## src/rtl/fn_equiv_sequencer_if.sv

```systemverilog
// fn_equiv_sequencer_if: control, vector and status signals between the sequencer and its surroundings
interface fn_equiv_sequencer_if;
  logic start, abort;
  logic vec_a, vec_b, vec_c;
  logic y_sop, y_pos, y_mk;
  logic busy, done, pass, fail_valid;
  logic [2:0] err_mask, fail_vec;
  modport master(output start, abort, y_sop, y_pos, y_mk,
                 input vec_a, vec_b, vec_c, busy, done, pass, err_mask, fail_valid, fail_vec);
  modport slave(input start, abort, y_sop, y_pos, y_mk,
                output vec_a, vec_b, vec_c, busy, done, pass, err_mask, fail_valid, fail_vec);
endinterface

```

## src/rtl/fn_equiv_sequencer.sv

```systemverilog
// fn_equiv_sequencer: sweeps all 8 vectors through three implementations of Y=A&(~B|C) and checks them
module fn_equiv_sequencer #(
  parameter int SETTLE_CYCLES = 1,
  parameter int PASSES = 1
) (
  input logic clk,
  input logic reset,
  fn_equiv_sequencer_if.slave bus
);
  localparam int CW = SETTLE_CYCLES > 1 ? $clog2(SETTLE_CYCLES) : 1;
  localparam int SW = PASSES > 1 ? $clog2(PASSES) : 1;
  typedef enum logic [2:0] {IDLE, APPLY, SETTLE, SAMPLE, DONE} state_t;
  state_t state, state_nx;
  logic [2:0] idx, err_mask, fail_vec, miss;
  logic [CW-1:0] cnt;
  logic [SW-1:0] sweep;
  logic pass, fail_valid, gold, run, last;
  assign run = state == APPLY || state == SETTLE || state == SAMPLE;
  assign gold = idx[2] & (~idx[1] | idx[0]);
  assign miss = {bus.y_sop, bus.y_pos, bus.y_mk} ^ {3{gold}};
  assign last = idx == 3'd7 && sweep == SW'(PASSES - 1);
  always_ff @(posedge clk or posedge reset)
    if (reset) state <= IDLE;
    else state <= state_nx;
  always_comb begin
    state_nx = state;
    case (state)
      IDLE:    state_nx = bus.start ? APPLY : IDLE;
      APPLY:   state_nx = SETTLE_CYCLES == 0 ? SAMPLE : SETTLE;
      SETTLE:  state_nx = cnt == '0 ? SAMPLE : SETTLE;
      SAMPLE:  state_nx = last ? DONE : APPLY;
      default: state_nx = IDLE;
    endcase
    if (run && bus.abort) state_nx = IDLE;
  end
  // an aborted SAMPLE records nothing and does not advance the vector
  always_ff @(posedge clk or posedge reset)
    if (reset) begin
      idx <= '0;
      sweep <= '0;
      cnt <= '0;
      err_mask <= '0;
      fail_valid <= 1'b0;
      fail_vec <= '0;
      pass <= 1'b0;
    end else begin
      if (state == IDLE && bus.start) begin
        idx <= '0;
        sweep <= '0;
        err_mask <= '0;
        fail_valid <= 1'b0;
        fail_vec <= '0;
        pass <= 1'b0;
      end
      if (state == APPLY) cnt <= CW'(SETTLE_CYCLES - 1);
      if (state == SETTLE) cnt <= cnt - 1'b1;
      if (state == SAMPLE && !bus.abort) begin
        err_mask <= err_mask | miss;
        if (!fail_valid && |miss) begin
          fail_valid <= 1'b1;
          fail_vec <= idx;
        end
        idx <= idx + 1'b1;
        if (idx == 3'd7) sweep <= sweep + 1'b1;
      end
      if (state == DONE) pass <= err_mask == '0;
    end
  assign {bus.vec_a, bus.vec_b, bus.vec_c} = idx;
  assign bus.busy = run;
  assign bus.done = state == DONE;
  assign bus.pass = pass;
  assign bus.err_mask = err_mask;
  assign bus.fail_valid = fail_valid;
  assign bus.fail_vec = fail_vec;
endmodule

```

## src/flat_wrapper.sv

```systemverilog
// flat-port wrapper written by rule: the top's interface ports become plain ports
module fn_equiv_sequencer_flat 
#(
  parameter int SETTLE_CYCLES = 1,
  parameter int PASSES = 1
)
  (clk, reset, bus_start, bus_abort, bus_y_sop, bus_y_pos, bus_y_mk, bus_vec_a, bus_vec_b, bus_vec_c, bus_busy, bus_done, bus_pass, bus_err_mask, bus_fail_valid, bus_fail_vec);
  fn_equiv_sequencer_if bus_i ();
  input logic clk;
  input logic reset;
  input wire logic [$bits(bus_i.start)-1:0] bus_start;
  input wire logic [$bits(bus_i.abort)-1:0] bus_abort;
  input wire logic [$bits(bus_i.y_sop)-1:0] bus_y_sop;
  input wire logic [$bits(bus_i.y_pos)-1:0] bus_y_pos;
  input wire logic [$bits(bus_i.y_mk)-1:0] bus_y_mk;
  output wire logic [$bits(bus_i.vec_a)-1:0] bus_vec_a;
  output wire logic [$bits(bus_i.vec_b)-1:0] bus_vec_b;
  output wire logic [$bits(bus_i.vec_c)-1:0] bus_vec_c;
  output wire logic [$bits(bus_i.busy)-1:0] bus_busy;
  output wire logic [$bits(bus_i.done)-1:0] bus_done;
  output wire logic [$bits(bus_i.pass)-1:0] bus_pass;
  output wire logic [$bits(bus_i.err_mask)-1:0] bus_err_mask;
  output wire logic [$bits(bus_i.fail_valid)-1:0] bus_fail_valid;
  output wire logic [$bits(bus_i.fail_vec)-1:0] bus_fail_vec;
  assign bus_i.start = bus_start;
  assign bus_i.abort = bus_abort;
  assign bus_i.y_sop = bus_y_sop;
  assign bus_i.y_pos = bus_y_pos;
  assign bus_i.y_mk = bus_y_mk;
  assign bus_vec_a = bus_i.vec_a;
  assign bus_vec_b = bus_i.vec_b;
  assign bus_vec_c = bus_i.vec_c;
  assign bus_busy = bus_i.busy;
  assign bus_done = bus_i.done;
  assign bus_pass = bus_i.pass;
  assign bus_err_mask = bus_i.err_mask;
  assign bus_fail_valid = bus_i.fail_valid;
  assign bus_fail_vec = bus_i.fail_vec;
  fn_equiv_sequencer #(.SETTLE_CYCLES(SETTLE_CYCLES), .PASSES(PASSES)) u_core (.clk(clk), .reset(reset), .bus(bus_i));
endmodule
```

## config.mk

```make
export PLATFORM = sky130hd
export DESIGN_NAME = fn_equiv_sequencer_flat
export DESIGN_NICKNAME = d
export VERILOG_FILES = /design/src/rtl/fn_equiv_sequencer_if.sv /design/src/rtl/fn_equiv_sequencer.sv /design/src/flat_wrapper.sv
export SDC_FILE = /design/constraint.sdc
export NUM_CORES = 1
export LEC_CHECK = 0
export ABC_AREA = 0
export BUFFER_PORTS_ARGS = -buffer_cell sky130_fd_sc_hd__buf_2
export CAP_MARGIN = 25
export CORE_MARGIN = 2
export CORE_UTILIZATION = 50
export CTS_CLUSTER_DIAMETER = 120
export DETAILED_ROUTE_END_ITERATION = 6
export GPL_TIMING_DRIVEN = 1
export PLACE_DENSITY = 0.76
export SYNTH_ARGS = -nofsm -noshare
export SYNTH_HDL_FRONTEND = slang
export SYNTH_SLANG_ARGS = --single-unit
```

## constraint.sdc

```tcl
create_clock -name clk -period 4.7 [get_ports clk]
set_input_delay 0.94 -clock clk [delete_from_list [all_inputs] [get_ports clk]]
set_output_delay 0.94 -clock clk [all_outputs]
set_load 0.01 [all_outputs]
```

## After elaboration in Yosys (flattened, before gate mapping)

Cells that the tools add are included.

| word-level totals | value |
|---|---|
| ROM bits | 0 |
| bits of input ports | 7 |
| flip-flop bits (word level) | 16 |
| latch bits | 0 |
| word-level logic and storage cells | 58 |
| memories kept | 0 |
| memory bits (writable) | 0 |

| operators by class | value |
|---|---|
| shift-type cells | 0 |
| mux-type cells | 21 |
| bitwise operators | 6 |
| div/mod/pow operators | 0 |
| order comparisons | 0 |
| equality and inequality tests | 5 |
| $mul | 0 |
| add/sub/neg operators | 3 |
| reduce and logical (&&, ||, !) cells | 15 |

Operators by type and width:

| kind | count |
|---|---|
| 3-bit 2-to-1 mux | 8 |
| 1-bit 2-to-1 mux | 12 |
| 3-bit one-hot mux with 4 select lines | 1 |
| 3-bit by 2-bit equality test with 1-bit output (second input constant) | 2 |
| 3-bit equality test (second input constant) | 2 |
| 3-bit logical NOT | 2 |
| 2-bit nonzero test | 3 |
| 1-bit logical AND | 5 |
| 3-bit by 1-bit adder with 3-bit output (second input constant) | 1 |
| 3-bit by 1-bit equality test with 1-bit output (second input constant) | 1 |
| 3-bit bitwise OR | 1 |
| 3-bit OR reduction | 1 |
| 3-bit XOR | 1 |
| 1-bit logical NOT | 2 |
| 1-bit logical OR | 2 |
| 1-bit NOT | 2 |
| 1-bit adder (second input constant) | 1 |
| 1-bit AND | 1 |
| 1-bit bitwise OR | 1 |
| 1-bit subtractor (second input constant) | 1 |

## Depth between registers and ports, before layout

Gate-level depths: netlist of run 1.

| depth | value |
|---|---|
| depth after elaboration | 8 |
| gate-level depth with buffers | 7 |
| depth with buffers taken out | 6 |

## Worst setup path before layout of run 1

Ideal clock, no wire load.

| timing | value |
|---|---|
| kind | input port to flip-flop |
| start | in bus_abort |
| end | reg u_core.fail_vec[0], in the netlist u_core.bus.fail_vec[0] |
| setup slack | 2.740 ns |
| data arrival time | 1.880 ns |
| stages on the path | 3 |
| cells stage by stage | nand4bb_2 nor4_4 mux2i_1 |

| on the way | value |
|---|---|
| word-level cells in the longest chain between the ends | 3 |

RTL lines:

| element | line | text |
|---|---|---|
| start, declared | flat_wrapper.sv:12 | `input wire logic [$bits(bus_i.abort)-1:0] bus_abort;` |
| 1-bit logical NOT | fn_equiv_sequencer.sv:57 | `if (state == SAMPLE && !bus.abort) begin` |
| 1-bit logical AND | fn_equiv_sequencer.sv:57 |  |
| 3-bit 2-to-1 mux | fn_equiv_sequencer.sv:57 |  |
| end signal, assigned | fn_equiv_sequencer.sv:61 | `fail_vec <= idx;` |
| end, declared | fn_equiv_sequencer.sv:14 | `logic [2:0] idx, err_mask, fail_vec, miss;` |

Every way passes these cells.
A chain may end at the register's enable or synchronous reset.

## Worst setup path in the final report of run 1

| timing | value |
|---|---|
| start | reg u_core.state[0] |
| end | out bus_done |

| on the way | value |
|---|---|
| word-level cells in the longest chain between the ends | 1 |

RTL lines:

| element | line | text |
|---|---|---|
| start, declared | fn_equiv_sequencer.sv:13 | `state_t state, state_nx;` |
| start signal, assigned | fn_equiv_sequencer.sv:24 | `else state <= state_nx;` |
| 3-bit equality test | fn_equiv_sequencer.sv:70 | `assign bus.done = state == DONE;` |
| end, declared | flat_wrapper.sv:20 | `output wire logic [$bits(bus_i.done)-1:0] bus_done;` |

Every way passes these cells.

==> impl_metrics.env, run 1 <==
export IMPL_layout_setup_ws_ns=2.495
export IMPL_sw_frac_of_total_pct=36.39
export IMPL_total_power_w=0.0004385
export IMPL_synth_top_area_share_pct=48.34
export IMPL_grt_max_degree=17
export IMPL_grt_busiest_layer="met2"
export IMPL_skew_ns=0.006308
export IMPL_syn_num_nets=89
export IMPL_worstReg2RegEnd="u_core.bus.fail_vec[1]$_DFF_PP0_"
export IMPL_seq_area_sq_um=400.4
export IMPL_fp_row_count=14
export IMPL_setup_viol=0
export IMPL_clkTransAtPathRegs_ns=0.10
export IMPL_fp_coreArea_sq_mm=0.001524
export IMPL_hold_violations=0
export IMPL_holdCritStartpoint="u_core.bus.err_mask[2]$_DFFE_PP0P_"
export IMPL_ant_nets=0
export IMPL_hold_depth=2
export IMPL_comb_power_share_pct=31.6
export IMPL_clock_path_buffers=2
export IMPL_chipHeight_um=44.70
export IMPL_num_vias=619
export IMPL_routedWlPerCell_um=12.63
export IMPL_slew_headroom_pct=60.44
export IMPL_run_status="finished, final reports clean"
export IMPL_layout_common_cells="19 x buf_2, 16 x dfrtp_1, 11 x nand2_1"
export IMPL_antennaDiodeCount=0
export IMPL_gr_usage_met3_pct=3.600
export IMPL_fmax_ghz=0.4535
export IMPL_clockPowerShare_pct=21.4
export IMPL_dieArea_sq_mm=0.001998
export IMPL_rr_startpoint="u_core.idx[0]$_DFFE_PP0P_"
export IMPL_final_net_count=109
export IMPL_post_route_period_util_pct=46.92
export IMPL_clkSinkCount=16
export IMPL_synth_area_sq_um=828.3
export IMPL_tightest_slew_ns=0.5927
export IMPL_grt_pass1_vias=579
export IMPL_drt_total_wl_um=1440
export IMPL_cts_tree="yes"
export IMPL_cp_max_fo=9
export IMPL_worstPathArrival_ns=1.27
export IMPL_cts_htree_levels=1
export IMPL_min_to="u_core.bus.err_mask[2]$_DFFE_PP0P_"
export IMPL_remaining_drc_errors=0
export IMPL_powerDensity_mw_per_mm2=462.3
export IMPL_cp_start_kind="flip-flop"
export IMPL_pwr_share_seq_pct=47.0
export IMPL_placed_cell_area_sq_um=912.1
export IMPL_multiInputGateArea_sq_um=374.1
export IMPL_hp_class="reg -> reg"
export IMPL_root_buffer="clkbuf_4"
export IMPL_grt_use_total_pct=17.35
export IMPL_ys_seq_area_share_pct=48.34
export IMPL_drt_pass1_iter_count=4
export IMPL_fill_cells=135
export IMPL_switchingPower_w=0.0001596
export IMPL_globalRouteMet2Util_pct=25.80
export IMPL_design_area_sq_um=948.4
export IMPL_grt_pass1_wl_um=2490
export IMPL_antenna_found_initial=0
export IMPL_cts_inserted_buffers=3
export IMPL_synthDistinctLibCells=31
export IMPL_cap_viol_max_count=0
export IMPL_drt_iter0_drc=12
export IMPL_endpoint_kind="primary output"
export IMPL_critPathRequiredTime_ns=3.76
export IMPL_holdBufCountCts=0
export IMPL_slew_violations=0
export IMPL_worstRegToRegCells=6
export IMPL_p_int_w=0.0002789
export IMPL_routed_via_density=5.430
export IMPL_syn_instance_count=79
export IMPL_final_cells=114
export IMPL_min_period_ns=2.205
export IMPL_yosysTopAreaCell="dfrtp_1"
export IMPL_clk_latency_ns=0.30
export IMPL_fp_dieW_um=44.70
export IMPL_leakagePower_nw=0.4747
export IMPL_timing_setup_tns_ns=0
export IMPL_cts_resized_gates=0
export IMPL_start_util_pct=54.35
export IMPL_r2r_slack_ns=2.92
export IMPL_grt_overflow_total=0
export IMPL_worstSetupPathType="reg -> out"
export IMPL_ys_ff_latch=16
export IMPL_vdd_drop_max_uv=234.7
export IMPL_synth_area_top_cells="dfrtp_1 48%, nand2_1 5.0%, ha_1 4.5%"
export IMPL_cts_setup_buffers=0
export IMPL_grt_util_met1_pct=23.88
export IMPL_final_common_cell="buf_2"
export IMPL_syn_area_per_cell_sq_um=10.48
export IMPL_rsz0062_at_grt="no"
export IMPL_area_growth_pct=14.50
export IMPL_place_congestion=0.7159
export IMPL_dp_hpwl_um=1038
export IMPL_drive_gt1_share_pct=27.55
export IMPL_pre_cts_slack_ns=2.473
export IMPL_place_inst=110
export IMPL_io_buffers=19
export IMPL_ios=20
export IMPL_yosysWarningCount=0
-- routing by layer --
| layer | up-vias | part of all wire (%) |
|---|---|---|
| li1 | 308 | - |
| met1 | 288 | 48 |
| met2 | 19 | 43 |
| met3 | 4 | 6.3 |
| met4 | 0 | 2.2 |
| met5 | - | 0 |
-- how the worst max path moves through the flow --
stage / startpoint / end / slack (ns) / depth (start not counted)
after detailed placement: bus_abort / u_core.bus.fail_vec[1]$_DFF_PP0_ / 2.47 / 4
after floorplan: bus_abort / u_core.bus.fail_vec[0]$_DFF_PP0_ / 2.74 / 3
after global placement: bus_abort / u_core.bus.fail_vec[1]$_DFF_PP0_ / 2.51 / 4
after global routing: u_core.state[0]$_DFF_PP0_ / bus_done / 2.38 / 4
after CTS: u_core.state[0]$_DFF_PP0_ / bus_done / 2.50 / 4
final: u_core.state[0]$_DFF_PP0_ / bus_done / 2.49 / 4
-- stage by stage --
step | hold WS [ns] | utilization, %
after floorplan | 0.4639 | -
after global placement | 0.4766 | 59.85
after detailed placement | 0.4974 | 59.85
after CTS | 0.5187 | 62.23
after global routing | 0.5385 | 62.23
final | 0.5098 | 62.23
-- critical path, cell delays in order (launching register included) --
cell and delay, ns:
dfrtp_1 0.49, nor2_1 0.19, nand2_1 0.11, inv_1 0.06
buf_2 0.12
-- Yosys cell counts --
cell / count
o21ai_1: 2
nand4b_1: 1
xnor2_1: 4
nand2b_1: 1
a22o_1: 1
inv_1: 6
a21oi_1: 2
buf_6: 2
nor2b_1: 1
or4_1: 1
nor4_1: 1
nor2_1: 4
or4b_4: 1
o21ai_0: 5
and4_1: 1
a21boi_1: 1
a21o_1: 1
nor4b_1: 1
o21a_1: 1
nor3b_1: 1
ha_1: 3
clkbuf_1: 1
and2_4: 1
dfrtp_1: 16
a31o_1: 1
buf_2: 1
nand4bb_2: 1
mux2i_1: 3
nor3_1: 2
nor4_4: 1
nand2_1: 11
-- power by group through the flow --
stage / Clock [W] / Sequential, W / Combinational, W
after floorplan: 0 / 0.000204 / 0.000105
after global placement: 0 / 0.000207 / 0.000137
after detailed placement: 0 / 0.000209 / 0.000139
after CTS: 0.0000931 / 0.000206 / 0.000140
after global routing: 0.0000984 / 0.000212 / 0.000157
final: 0.0000936 / 0.000206 / 0.000139
-- area by class of cell --
| class | instances | area share, % |
|---|---|---|
| repair buffers | 19 | 10.03 |
| well taps | 16 | 2.111 |
| multi-input cells | 53 | 39.45 |
| inverters | 6 | 2.375 |
| flip-flops and latches | 16 | 42.22 |
| clock buffers | 4 | 3.826 |
-- flip-flops by register name, summed over array words and instances, names as in the netlist --
register               cells
u_core.bus.err_mask        3
u_core.bus.fail_valid      1
u_core.bus.fail_vec        3
u_core.bus.pass            1
u_core.cnt                 1
u_core.idx                 3
u_core.state               3
u_core.sweep               1
-- cell families (layout without fill, tap and decap cells) --
kind of cell	after synthesis	count (layout)	share of synthesized area (%)
buf+inv	10	29	6.494
xor+xnor	4	4	4.229
simple gates	29	29	22.51
flops	16	16	48.34
fa+ha+maj	3	3	4.532
mux	3	3	3.626
compound gates	14	14	10.27
No activity file was read; power rests on OpenSTA's default activity.
==> run 2: changes to the inputs <==
==> constraint.sdc (replaced) <==
create_clock -name clk -period 2.1 [get_ports clk]
set_input_delay 0.42 -clock clk [delete_from_list [all_inputs] [get_ports clk]]
set_output_delay 0.42 -clock clk [all_outputs]
set_load 0.01 [all_outputs]
==> run 2 against run 1 <==
- final cell count did not move
- design area fell by 0.66%
- via count rose by 0.32%
- first-iteration DRC count fell by 58%
- wire length rose by 3.7%
- critical path depth did not move
- clock skew fell by 0.0050 ns
- clock-buffer cell count fell by 1
- utilization fell by 0.41 points
- largest cell class unchanged
- register-to-register slack got worse by 2.5 ns
- highest routed layer is now met3
- setup slack got worse by 2.1 ns
==> impl_metrics.env, run 2 (synthesized netlist as in run 1, its figures left out) <==
export IMPL_fmax_ghz=0.5898
export IMPL_fp_dieW_um=44.70
export IMPL_grt_overflow_total=0
export IMPL_clk_latency_ns=0.28
export IMPL_cp_slowest_cell="dfrtp_1"
export IMPL_ant_nets=0
export IMPL_routed_via_density=5.447
export IMPL_rsz0062_at_grt="no"
export IMPL_chipHeight_um=44.70
export IMPL_root_buffer="clkbuf_4"
export IMPL_slew_headroom_pct=60.33
export IMPL_ios=20
export IMPL_post_route_period_util_pct=80.73
export IMPL_start_util_pct=54.35
export IMPL_hold_violations=0
export IMPL_tightest_slew_ns=0.5944
export IMPL_critPathRequiredTime_ns=1.68
export IMPL_run_status="finished, final reports clean"
export IMPL_drt_pass1_iter_count=3
export IMPL_antenna_found_initial=0
export IMPL_grt_use_total_pct=17.59
export IMPL_endpoint_kind="primary output"
export IMPL_routedWlPerCell_um=13.10
export IMPL_pre_cts_slack_ns=0.3744
export IMPL_vdd_drop_max_uv=620.2
export IMPL_setup_viol=0
export IMPL_place_congestion=0.7312
export IMPL_cap_viol_max_count=0
export IMPL_leakagePower_nw=0.4730
export IMPL_layout_setup_ws_ns=0.4046
export IMPL_clockPowerShare_pct=17.0
export IMPL_drt_iter0_drc=5
export IMPL_hp_class="in -> async"
export IMPL_powerDensity_mw_per_mm2=993.7
export IMPL_holdBufCountCts=0
export IMPL_final_common_cell="buf_2"
export IMPL_fin_util_pct=61.82
export IMPL_clock_path_buffers=2
export IMPL_area_growth_pct=13.75
export IMPL_skew_ns=0.001329
export IMPL_num_vias=621
export IMPL_crit_chain="nor2_1 -> nand2_1 -> inv_1 -> buf_2"
export IMPL_fp_coreArea_sq_mm=0.001524
export IMPL_grt_max_degree=17
export IMPL_p_int_w=0.0005846
export IMPL_cp_max_fo=9
export IMPL_clkTransAtPathRegs_ns=0.09
export IMPL_drt_total_wl_um=1493
export IMPL_layout_common_cells="19 x buf_2, 16 x dfrtp_1, 11 x nand2_1"
export IMPL_cp_start_kind="flip-flop"
export IMPL_grt_pass1_wl_um=2559
export IMPL_cts_tree="yes"
export IMPL_pwr_share_seq_pct=49.6
export IMPL_dieArea_sq_mm=0.001998
export IMPL_worstSetupPathType="reg -> out"
export IMPL_clkSinkCount=16
export IMPL_min_period_ns=1.695
export IMPL_switchingPower_w=0.0003516
export IMPL_worstPathArrival_ns=1.28
export IMPL_final_net_count=110
export IMPL_design_area_sq_um=942.2
export IMPL_timing_setup_tns_ns=0
export IMPL_cts_setup_buffers=0
export IMPL_remaining_drc_errors=0
export IMPL_slowest_delay_ns=0.49
export IMPL_cts_inserted_buffers=3
export IMPL_cts_htree_levels=1
export IMPL_comb_power_share_pct=33.5
export IMPL_slew_violations=0
export IMPL_fp_row_count=14
export IMPL_placed_cell_area_sq_um=919.6
export IMPL_antennaDiodeCount=0
export IMPL_sw_frac_of_total_pct=37.56
export IMPL_io_buffers=19
export IMPL_grt_pass1_vias=577
export IMPL_drive_gt1_share_pct=27.55
export IMPL_cts_resized_gates=0
run 2: per-layer routing:
metal / global-route usage [%] / vias to the layer above / routed length [um]
met3: 3.600 / 0 / 81
li1: - / 310 / -
met4: 5.455 / 0 / 0
met2: 27.83 / 18 / 657
met1: 24.35 / 293 / 754
met5: 0 / - / 0
run 2: power groups by stage:
stage	Combinational [W]	Clock (W)	Sequential, W
floorplan	0.000235	0	0.000456
global placement	0.000306	0	0.000465
detailed placement	0.000313	0	0.000470
CTS	0.000315	0.000160	0.000463
global route	0.000349	0.000178	0.000478
finish	0.000313	0.000159	0.000464
run 2: per-stage QoR:
step	power [W]	std cells	hold WS (ns)
floorplan	0.0006915	79	0.3337
global placement	0.0007701	111	0.4741
detailed placement	0.0007828	111	0.4828
CTS	0.0009385	114	0.2212
global route	0.001006	114	0.2355
finish	0.0009362	114	0.1890
run 2: worst paths after layout:
check | start | depth (start not counted) | slack, ns | end
min in group clk | bus_abort | 2 | 0.34 | u_core.state[1]$_DFF_PP0_
max in group asynchronous | reset | 2 | 1.53 | u_core.bus.fail_vec[2]$_DFF_PP0_
min | reset | 2 | 0.19 | u_core.bus.err_mask[2]$_DFFE_PP0P_
max | u_core.state[0]$_DFF_PP0_ | 4 | 0.40 | bus_done
min reg2reg | u_core.sweep$_DFF_PP0_ | 1 | 0.50 | u_core.sweep$_DFF_PP0_
max reg2reg | u_core.idx[0]$_DFFE_PP0P_ | 7 | 0.41 | u_core.bus.fail_vec[1]$_DFF_PP0_
run 2: area by class of cell:
cell class / instances / area (sq um)
clock buffer: 3 / 22.52
fill: 146 / 581.8
inverter: 6 / 22.52
multi-input combinational: 53 / 374.1
sequential: 16 / 400.4
tap: 16 / 20.02
timing repair buffer: 20 / 102.6
run 2: critical path, delay by kind of cell, from the launching register on:
family / cells / cell delay [ns]
and+or+nand+nor: 2 / 0.33
buffers and inverters: 2 / 0.18
DFF: 1 / 0.49
